===== src/rtl/muldiv.sv =====
// rtl/muldiv.sv - iterative RV32M/RV64M multiply/divide unit, one result bit per cycle
module muldiv #(
    parameter int XLEN = 32
) (
    input  logic            clk,
    input  logic            rst_n,
    input  logic            in_valid,
    output logic            in_ready,
    input  logic [XLEN-1:0] s1,
    input  logic [XLEN-1:0] s2,
    input  logic [2:0]      op,
    input  logic            kill,
    output logic            out_valid,
    input  logic            out_ready,
    output logic [XLEN-1:0] out
);
    localparam int CW = $clog2(XLEN);

    typedef enum logic [1:0] {S_IDLE, S_CALC, S_FIX, S_DONE} state_t;

    state_t            r_state;
    logic [CW-1:0]     r_cnt;
    // upper half: partial product / partial remainder; lower half: multiplier / dividend-quotient
    logic [2*XLEN-1:0] r_acc;
    logic [XLEN-1:0]   r_b;
    logic [2:0]        r_op;
    logic              r_neg_q;
    logic              r_neg_r;
    logic              r_div0;
    logic              r_ovf;

    logic              w_s1_sgn;
    logic              w_s2_sgn;
    logic              w_neg1;
    logic              w_neg2;
    logic [XLEN-1:0]   w_abs1;
    logic [XLEN-1:0]   w_abs2;
    logic [XLEN:0]     w_mul_sum;
    logic [2*XLEN-1:0] w_mul_next;
    logic [XLEN:0]     w_trial;
    logic [2*XLEN-1:0] w_div_next;
    logic [2*XLEN-1:0] w_prod;
    logic [XLEN-1:0]   w_quo;
    logic [XLEN-1:0]   w_rem;
    logic [XLEN-1:0]   w_result;

    assign in_ready = (r_state == S_IDLE);

    // operand signedness by funct3
    always_comb begin
        w_s1_sgn = 1'b0;
        w_s2_sgn = 1'b0;
        case (op)
            3'b000, 3'b001, 3'b100, 3'b110: begin
                w_s1_sgn = 1'b1;
                w_s2_sgn = 1'b1;
            end
            3'b010:  w_s1_sgn = 1'b1;
            default: ;
        endcase
    end

    assign w_neg1 = w_s1_sgn & s1[XLEN-1];
    assign w_neg2 = w_s2_sgn & s2[XLEN-1];
    assign w_abs1 = w_neg1 ? -s1 : s1;
    assign w_abs2 = w_neg2 ? -s2 : s2;

    // shift-add step: add multiplicand when multiplier lsb is set, then shift right
    assign w_mul_sum  = {1'b0, r_acc[2*XLEN-1:XLEN]} + (r_acc[0] ? {1'b0, r_b} : '0);
    assign w_mul_next = {w_mul_sum, r_acc[XLEN-1:1]};

    // restoring step: the remainder is always below the divisor, so the msb of the
    // (XLEN+1)-bit trial difference is a clean borrow indicator
    assign w_trial    = {r_acc[2*XLEN-1:XLEN], r_acc[XLEN-1]} - {1'b0, r_b};
    assign w_div_next = w_trial[XLEN] ? {r_acc[2*XLEN-2:0], 1'b0}
                                      : {w_trial[XLEN-1:0], r_acc[XLEN-2:0], 1'b1};

    // sign correction, special-case forcing and half selection
    always_comb begin
        w_prod = r_neg_q ? -r_acc : r_acc;
        w_quo  = r_neg_q ? -r_acc[XLEN-1:0] : r_acc[XLEN-1:0];
        w_rem  = r_neg_r ? -r_acc[2*XLEN-1:XLEN] : r_acc[2*XLEN-1:XLEN];
        if (r_div0) begin
            w_quo = '1;
        end else if (r_ovf) begin
            w_quo = {1'b1, {(XLEN-1){1'b0}}};
            w_rem = '0;
        end
        case (r_op)
            3'b000:                 w_result = w_prod[XLEN-1:0];
            3'b001, 3'b010, 3'b011: w_result = w_prod[2*XLEN-1:XLEN];
            3'b100, 3'b101:         w_result = w_quo;
            default:                w_result = w_rem;
        endcase
    end

    // control FSM with datapath; kill overrides accept and release
    always_ff @(posedge clk or negedge rst_n) begin
        if (!rst_n) begin
            r_state   <= S_IDLE;
            r_cnt     <= '0;
            r_acc     <= '0;
            r_b       <= '0;
            r_op      <= '0;
            r_neg_q   <= 1'b0;
            r_neg_r   <= 1'b0;
            r_div0    <= 1'b0;
            r_ovf     <= 1'b0;
            out_valid <= 1'b0;
            out       <= '0;
        end else if (kill) begin
            r_state   <= S_IDLE;
            r_cnt     <= '0;
            out_valid <= 1'b0;
        end else begin
            case (r_state)
                S_IDLE: begin
                    if (in_valid) begin
                        r_state <= S_CALC;
                        r_cnt   <= '0;
                        r_acc   <= {{XLEN{1'b0}}, w_abs1};
                        r_b     <= w_abs2;
                        r_op    <= op;
                        r_neg_q <= w_neg1 ^ w_neg2;
                        r_neg_r <= w_neg1;
                        r_div0  <= (s2 == '0);
                        r_ovf   <= (op[2] & ~op[0]) & (s1 == {1'b1, {(XLEN-1){1'b0}}}) & (&s2);
                    end
                end
                S_CALC: begin
                    r_acc <= r_op[2] ? w_div_next : w_mul_next;
                    if (r_cnt == CW'(XLEN-1)) begin
                        r_cnt   <= '0;
                        r_state <= S_FIX;
                    end else begin
                        r_cnt <= r_cnt + 1'b1;
                    end
                end
                S_FIX: begin
                    out       <= w_result;
                    out_valid <= 1'b1;
                    r_state   <= S_DONE;
                end
                default: begin
                    if (out_ready) begin
                        out_valid <= 1'b0;
                        r_state   <= S_IDLE;
                    end
                end
            endcase
        end
    end
endmodule


===== config.mk =====
export PLATFORM = sky130hd
export DESIGN_NAME = muldiv
export DESIGN_NICKNAME = d
export VERILOG_FILES = /design/src/rtl/muldiv.sv
export SDC_FILE = /design/constraint.sdc
export NUM_CORES = 1
export LEC_CHECK = 0
export CORE_MARGIN = 4
export CORE_UTILIZATION = 55
export DETAILED_ROUTE_END_ITERATION = 6
export GPL_TIMING_DRIVEN = 0
export HOLD_SLACK_MARGIN = 0.15
export PLACE_DENSITY = 0.79
export SLEW_MARGIN = 20
export SYNTH_ARGS = -nofsm -noshare
export SYNTH_HDL_FRONTEND = slang
export SYNTH_SLANG_ARGS = --single-unit

===== constraint.sdc =====
create_clock -name clk -period 3.5 [get_ports clk]
set_clock_uncertainty 0.2 [all_clocks]
set_input_delay 0.7 -clock clk [delete_from_list [all_inputs] [get_ports clk]]
set_output_delay 0.7 -clock clk [all_outputs]
set_load 0.02 [all_outputs]

==> results of run 1 <==
## per-layer routing
layer,vias up,share of wire [%]
li1,6819,-
met5,-,0.026
met3,188,12
met2,1032,44
met1,7189,40
met4,2,3.8
## through the flow
step | TNS [ns] | total power [mW]
2_1_floorplan | 0 | 12.5
3_3_place_gp | -657.68 | 15.9
3_5_place_dp | -44.69 | 16.2
4_1_cts | -0.0416 | 19.0
5_1_grt | -4.13 | 21.8
6_report | -1.90 | 20.7
## sequential cells by signal, indices dropped and copies added, names as in the netlist
register and cells:
r_acc 64, out 32, r_neg_r 1, r_op 3
out_valid 1, r_state 2, r_neg_q 1, r_ovf 1
r_cnt 5, r_div0 1, r_b 32
## synthesized netlist by cell type, types with 5 or more instances
master	n	area share [%]
nor3b_1	6	0.32
a211o_1	5	0.31
nor2_1	107	2.9
a21o_1	25	1.3
or2_2	9	0.40
clkbuf_1	81	2.2
nand4_1	16	0.71
o21bai_1	6	0.32
buf_2	10	0.36
nand2b_1	20	0.89
nand2_1	240	6.4
o221ai_1	6	0.37
dfrtp_1	143	26
inv_1	65	1.7
or3_1	18	0.80
ha_1	74	6.6
a21oi_1	96	3.4
o31ai_1	36	1.9
o211ai_1	14	0.75
and3_1	10	0.45
a21boi_0	5	0.27
a211oi_1	11	0.59
or4_1	12	0.64
mux2i_1	52	3.7
o21ai_1	20	0.71
nor3_1	27	0.96
mux2_2	5	0.40
o31a_1	5	0.31
a31oi_1	14	0.62
and2_1	5	0.22
a222oi_1	9	0.64
o21a_1	11	0.59
nor4_1	14	0.62
o41ai_1	15	0.94
nand3_1	33	1.2
xnor2_1	111	6.9
a221oi_1	9	0.56
nor2b_1	9	0.40
o22ai_1	6	0.27
o21ai_0	231	8.2
xor2_1	83	5.2
buf_4	6	0.32
a22oi_1	20	1.1
## path summary, 6_finish.rpt
path / slack [ns] / from / end / depth (start not counted)
hold / removal: 0.28 / out[6] / out[6] / 2
hold reg to reg: 0.28 / out[6] / out[6] / 2
setup / recovery: -0.20 / r_b[0] / r_acc[37] / 14
max in group asynchronous: 1.68 / rst_n / r_b[12] / 3
setup reg to reg: -0.20 / r_b[0] / r_acc[37] / 14
min in group asynchronous: 0.61 / rst_n / r_acc[8] / 2
## area by class of cell
| type | instances | area share, % |
|---|---|---|
| multi-input cells | 1471 | 59.7 |
| flip-flops and latches | 143 | 20.9 |
| repair buffers | 150 | 8.61 |
| plain buffers | 107 | 3.31 |
| clock buffers | 20 | 2.60 |
| well taps | 330 | 2.40 |
| inverters | 66 | 1.46 |
| clock inverters | 12 | 1.06 |
| diodes | 1 | 0.0146 |
## report_power, final
group          internal, mW  switching (mW)  total, mW
registers              2.37           0.889       3.26
clock network          1.22           0.812       2.03
logic                  6.12            9.31       15.4
## what timing repair did
action / CTS / global route
setup buffers: 20 / 22
endpoints found under the hold margin: 67 / 0
setup endpoints to repair: 57 / 64
resized for setup: 63 / 107
pin swaps: 17 / 39
gates cloned: 1 / 1
hold buffers: 1 / 0
## kinds of logic after synthesis
| logic type | share of synthesized area [%] |
|---|---|
| AOI/OAI and AO/OA | 26.1 |
| xor gates and xnor gates | 12.1 |
| adders and majority gates | 6.88 |
| buffers and inverters | 5.48 |
| DFF | 25.5 |
| muxes | 4.11 |
| and+or+nand+nor | 19.9 |
## tightest hold or removal path: stages (launching register included)
cell     delay [ns]
dfrtp_1        0.34
nand2_1        0.04
o21ai_0        0.06
==> impl_metrics.json, run 1 <==
{
  "status": "finished with violations",
  "violations": "design-rule violations, negative setup slack",
  "setup_ws_ns": -0.196,
  "wirelength_um": 49600,
  "maxSlewViolCount": 0,
  "p_leak_nw": 7.23,
  "layout_min_cycle_time_ns": 3.70,
  "clkTransAtPathRegs_ns": 0.06,
  "cp_data_required_time_ns": 3.61,
  "whs_ns": 0.280,
  "place_congestion": 1.07,
  "synth_seq_area_share_pct": 25.5,
  "place_ws_ns": -0.937,
  "cts_inserted_buffers": 17,
  "top_usage_layer": "met2",
  "clk_latency_ns": 0.44,
  "final_common_cell": "nand2_1",
  "cp_num_buf_inv": 3,
  "htreeDepth": 4,
  "grt_use_total_pct": 33.4,
  "ant_nets": 0,
  "cp_max_fo": 7,
  "crit_family": "compound AO/OA/AOI/OAI gates",
  "remaining_drc_errors": 1,
  "drt_iter0_drc": 2168,
  "synth_flop_cell": "dfrtp_1",
  "port_buffers": 105,
  "synth.distinct_cells": 96,
  "power.density_nw_per_um2": 1210,
  "layout.nets": 2104,
  "coreArea_um2": 25100,
  "mostFrequentLayoutCells": "240 x nand2_1, 210 x o21ai_0, 137 x dfrtp_1",
  "antenna_found_initial": 2,
  "vias": 15200,
  "place_inst": 2227,
  "fin_cells": 2300,
  "rsz0062_at_grt": "true",
  "synth-warning-count": 0,
  "nFillCells": 2069,
  "worst_setup_path_end_kind": "register",
  "design_area_um2": 17200,
  "dp_hpwl_um": 36200,
  "syn_to_final_growth_pct": 22.5,
  "fin_util_pct": 68.4,
  "cts.sinks": 143,
  "clk_path_buf_depth": 2,
  "hp-class": "reg -> reg",
  "wl_per_cell_um": 21.6,
  "start_util_pct": 55.9,
  "synth_cells": 1791,
  "fp.dieW_um": 168,
  "fin_crit_sh_pct": 106,
  "start_kind": "register",
  "worst_pin_slew_ns": 1.03,
  "synth_edf_count": 0,
  "rows": 58,
  "slew_headroom_pct": 30.7,
  "synthesis.nets": 1939,
  "vdd_ir_drop_max_mv": 0.729,
  "postPlaceCellArea_um2": 15500,
  "cap_viol_max_count": 0,
  "max_stage_delay_ns": 0.44,
  "grt_max_degree": 77,
  "met2_usage_pct": 50.8,
  "layout-drive-gt1-share_pct": 12.3,
  "fmax_ghz": 0.271,
  "via_per_inst": 6.62,
  "hold_viol": 0,
  "path_common_cell": "buf_4",
  "grt_pass1_wl_um": 76300,
  "dr.pass1.iters": 7,
  "io_pins": 106,
  "path_cells": "ha_2 > fa_2 > nand2b_4 > a21oi_4 > o21ai_4 > a2111oi_4 > buf_4 > o211ai_1 > buf_4 > buf_4 > nand3_4 > nand3_4 > a311o_1 > a32o_1",
  "ys_seq_elements": 143,
  "async_reset_ff_share_pct": 100,
  "die_h_um": 168,
  "grt_pass1_vias": 14200,
  "arrival_ns": 3.80,
  "clockRootBuffer": "clkbuf_16",
  "gr-total-overflow": 0,
  "netlist_area_um2": 14000,
  "tritoncts": "done",
  "grtUsageMet1_pct": 47.4,
  "critPathKind": "reg -> reg",
  "multi_input_area_um2": 10300,
  "die_area_um2": 28100,
  "cp_slowest_cell": "a311o_1",
  "setup-violations-final": 37,
  "avgSynthCellArea_um2": 7.83,
  "met3_usage_pct": 6.94,
  "ff_latch_area_um2": 3590
}
(Power assumes the default switching activity.)
==> run 2, diff against run 1 <==
==> constraint.sdc (replaced) <==
create_clock -name clk -period 3.5 [get_ports clk]
set_clock_uncertainty 0.2 [all_clocks]
set_input_delay 0.875 -clock clk [delete_from_list [all_inputs] [get_ports clk]]
set_output_delay 0.875 -clock clk [all_outputs]
set_load 0.02 [all_outputs]
==> run 2 against run 1 <==
Effect of this change: the flow still finishes with violations (design-rule violations, negative setup slack); clock power is essentially flat; sequential power is essentially flat; sequential share of layout area shrank 0.28 points; clock-buffer cell count is the same; critical path type unchanged; critical endpoint is now r_acc[61].
==> impl_metrics.json, run 2 (same netlist as run 1, synthesis figures left out) <==
{
  "hp-class": "in -> async",
  "rows": 58,
  "htreeDepth": 4,
  "final_common_cell": "nand2_1",
  "start_util_pct": 55.9,
  "vdd_ir_drop_max_mv": 0.745,
  "drt_iter0_drc": 2166,
  "die_area_um2": 28100,
  "setup_ws_ns": -0.207,
  "cp_num_buf_inv": 4,
  "cap_viol_max_count": 0,
  "top_register": "r_acc",
  "antenna_found_initial": 1,
  "largest_reg_flops": 64,
  "arrival_ns": 3.83,
  "cp_slowest_cell": "dfrtp_1",
  "critPathKind": "reg -> reg",
  "vias": 15400,
  "nFillCells": 2040,
  "grt_pass1_wl_um": 77500,
  "layout_min_cycle_time_ns": 3.71,
  "ff_latch_area_um2": 3590,
  "via_per_inst": 6.66,
  "layout.nets": 2120,
  "met3_usage_pct": 6.89,
  "cp_data_required_time_ns": 3.62,
  "grt_use_total_pct": 34.0,
  "grt_pass1_vias": 14300,
  "io_pins": 106,
  "dp_hpwl_um": 36200,
  "wl_per_cell_um": 21.8,
  "top_usage_layer": "met2",
  "ant_nets": 0,
  "met2_usage_pct": 51.7,
  "tritoncts": "done",
  "postPlaceCellArea_um2": 15500,
  "path_common_cell": "buf_4",
  "dr.pass1.iters": 7,
  "die_h_um": 168,
  "fin_cells": 2315,
  "place_congestion": 1.07,
  "reg.largest.list": "r_acc x64, out x32, r_b x32",
  "grtUsageMet1_pct": 48.2,
  "fin_crit_sh_pct": 106,
  "hold_viol": 0,
  "setup-violations-final": 37,
  "remaining_drc_errors": 7,
  "violations": "design-rule violations, negative setup slack",
  "n_antenna_cell": 0,
  "gr-total-overflow": 0,
  "rsz0062_at_grt": "true",
  "slew_headroom_pct": 25.1,
  "crit_family": "compound AO/OA/AOI/OAI gates",
  "worst_setup_path_end_kind": "register",
  "path_cells": "ha_2 > fa_2 > nand2b_4 > a21oi_4 > o21ai_4 > a2111oi_4 > buf_4 > o211ai_1 > buf_4 > buf_4 > buf_6 > nor4b_4 > o41ai_1 > o31ai_1 > a32o_1",
  "cp_max_fo": 4,
  "cts.sinks": 143,
  "design_area_um2": 17400,
  "place_inst": 2227,
  "clk_path_buf_depth": 2,
  "mostFrequentLayoutCells": "240 x nand2_1, 208 x o21ai_0, 137 x dfrtp_1",
  "power.density_nw_per_um2": 1210,
  "max_stage_delay_ns": 0.43,
  "fp.dieW_um": 168,
  "cts_inserted_buffers": 17,
  "coreArea_um2": 25100,
  "grt_max_degree": 77,
  "start_kind": "register",
  "p_leak_nw": 7.34,
  "fmax_ghz": 0.270,
  "clk_latency_ns": 0.44,
  "maxSlewViolCount": 0,
  "multi_input_area_um2": 10400,
  "clockRootBuffer": "clkbuf_16",
  "wirelength_um": 50500,
  "clkTransAtPathRegs_ns": 0.07,
  "syn_to_final_growth_pct": 24.2,
  "worst_pin_slew_ns": 1.11,
  "status": "finished with violations",
  "port_buffers": 105,
  "layout-drive-gt1-share_pct": 14.0
}
## run 2: layout make-up
cell class	count	area share, %
Sequential cell	143	20.6
Inverter	66	1.45
Multi-Input combinational cell	1471	59.5
Timing Repair Buffer	166	9.20
Buffer	107	3.27
Clock buffer	20	2.56
Tap cell	330	2.37
Clock inverter	12	1.04
## run 2: path summary, 6_finish.rpt
path / endpoint / start / slack (ns) / cells past startpoint
worst max-delay path: r_acc[61] / r_b[0] / -0.21 / 15
worst min-delay path: r_acc[8] / rst_n / 0.18 / 1
worst max register to register: r_acc[61] / r_b[0] / -0.21 / 15
worst min register to register: out[6] / out[6] / 0.28 / 2
max in group asynchronous: r_b[18] / rst_n / 2.11 / 2
min in group clk: out[6] / out[6] / 0.28 / 2
## run 2: what timing repair did
item / CTS / global route
endpoints found under the setup margin: 64 / 67
resized for setup: 85 / 123
buffers inserted: 29 / 30
cloned: 2 / 1
hold endpoints to repair: 0 / 0
hold buffers: 0 / 0
pin swaps: 25 / 47
## run 2: metal layers
layer	vias up	part of all wire, %
li1	6851	-
met2	1032	43
met3	203	12
met1	7329	41
met5	-	0.026
met4	2	4.4
## run 2: metrics by stage
step                power [mW]  TNS, ns  hold WS [ns]  worst slack (ns)  utilization, %
floorplan                 12.5        0         0.250           0.00313               -
global placement          15.9  -687.79         0.262             -4.50            61.7
detailed placement        16.2   -50.24         0.271            -0.937            61.8
CTS                       19.3   -0.302         0.209           -0.0496            66.7
global route              22.2    -5.17         0.230            -0.262            69.4
finish                    21.1    -2.98         0.181            -0.207            69.4
## run 2: where the power goes
part           leakage [nW]  internal (mW)  switching (mW)  total (mW)
Sequential             1.84           2.37           0.898        3.27
Clock                 0.294           1.22           0.818        2.04
Combinational          5.20           6.32            9.48        15.8
==> run 3, diff against run 2 <==
--- a/config.mk
+++ b/config.mk
@@ -7,6 +7,7 @@
 export LEC_CHECK = 0
 export CORE_MARGIN = 4
 export CORE_UTILIZATION = 55
+export CTS_CLUSTER_SIZE = 12
 export DETAILED_ROUTE_END_ITERATION = 6
 export GPL_TIMING_DRIVEN = 0
 export HOLD_SLACK_MARGIN = 0.15
==> results of run 3 <==
The final DEF is identical to that of run 2; final timing and power are the same.
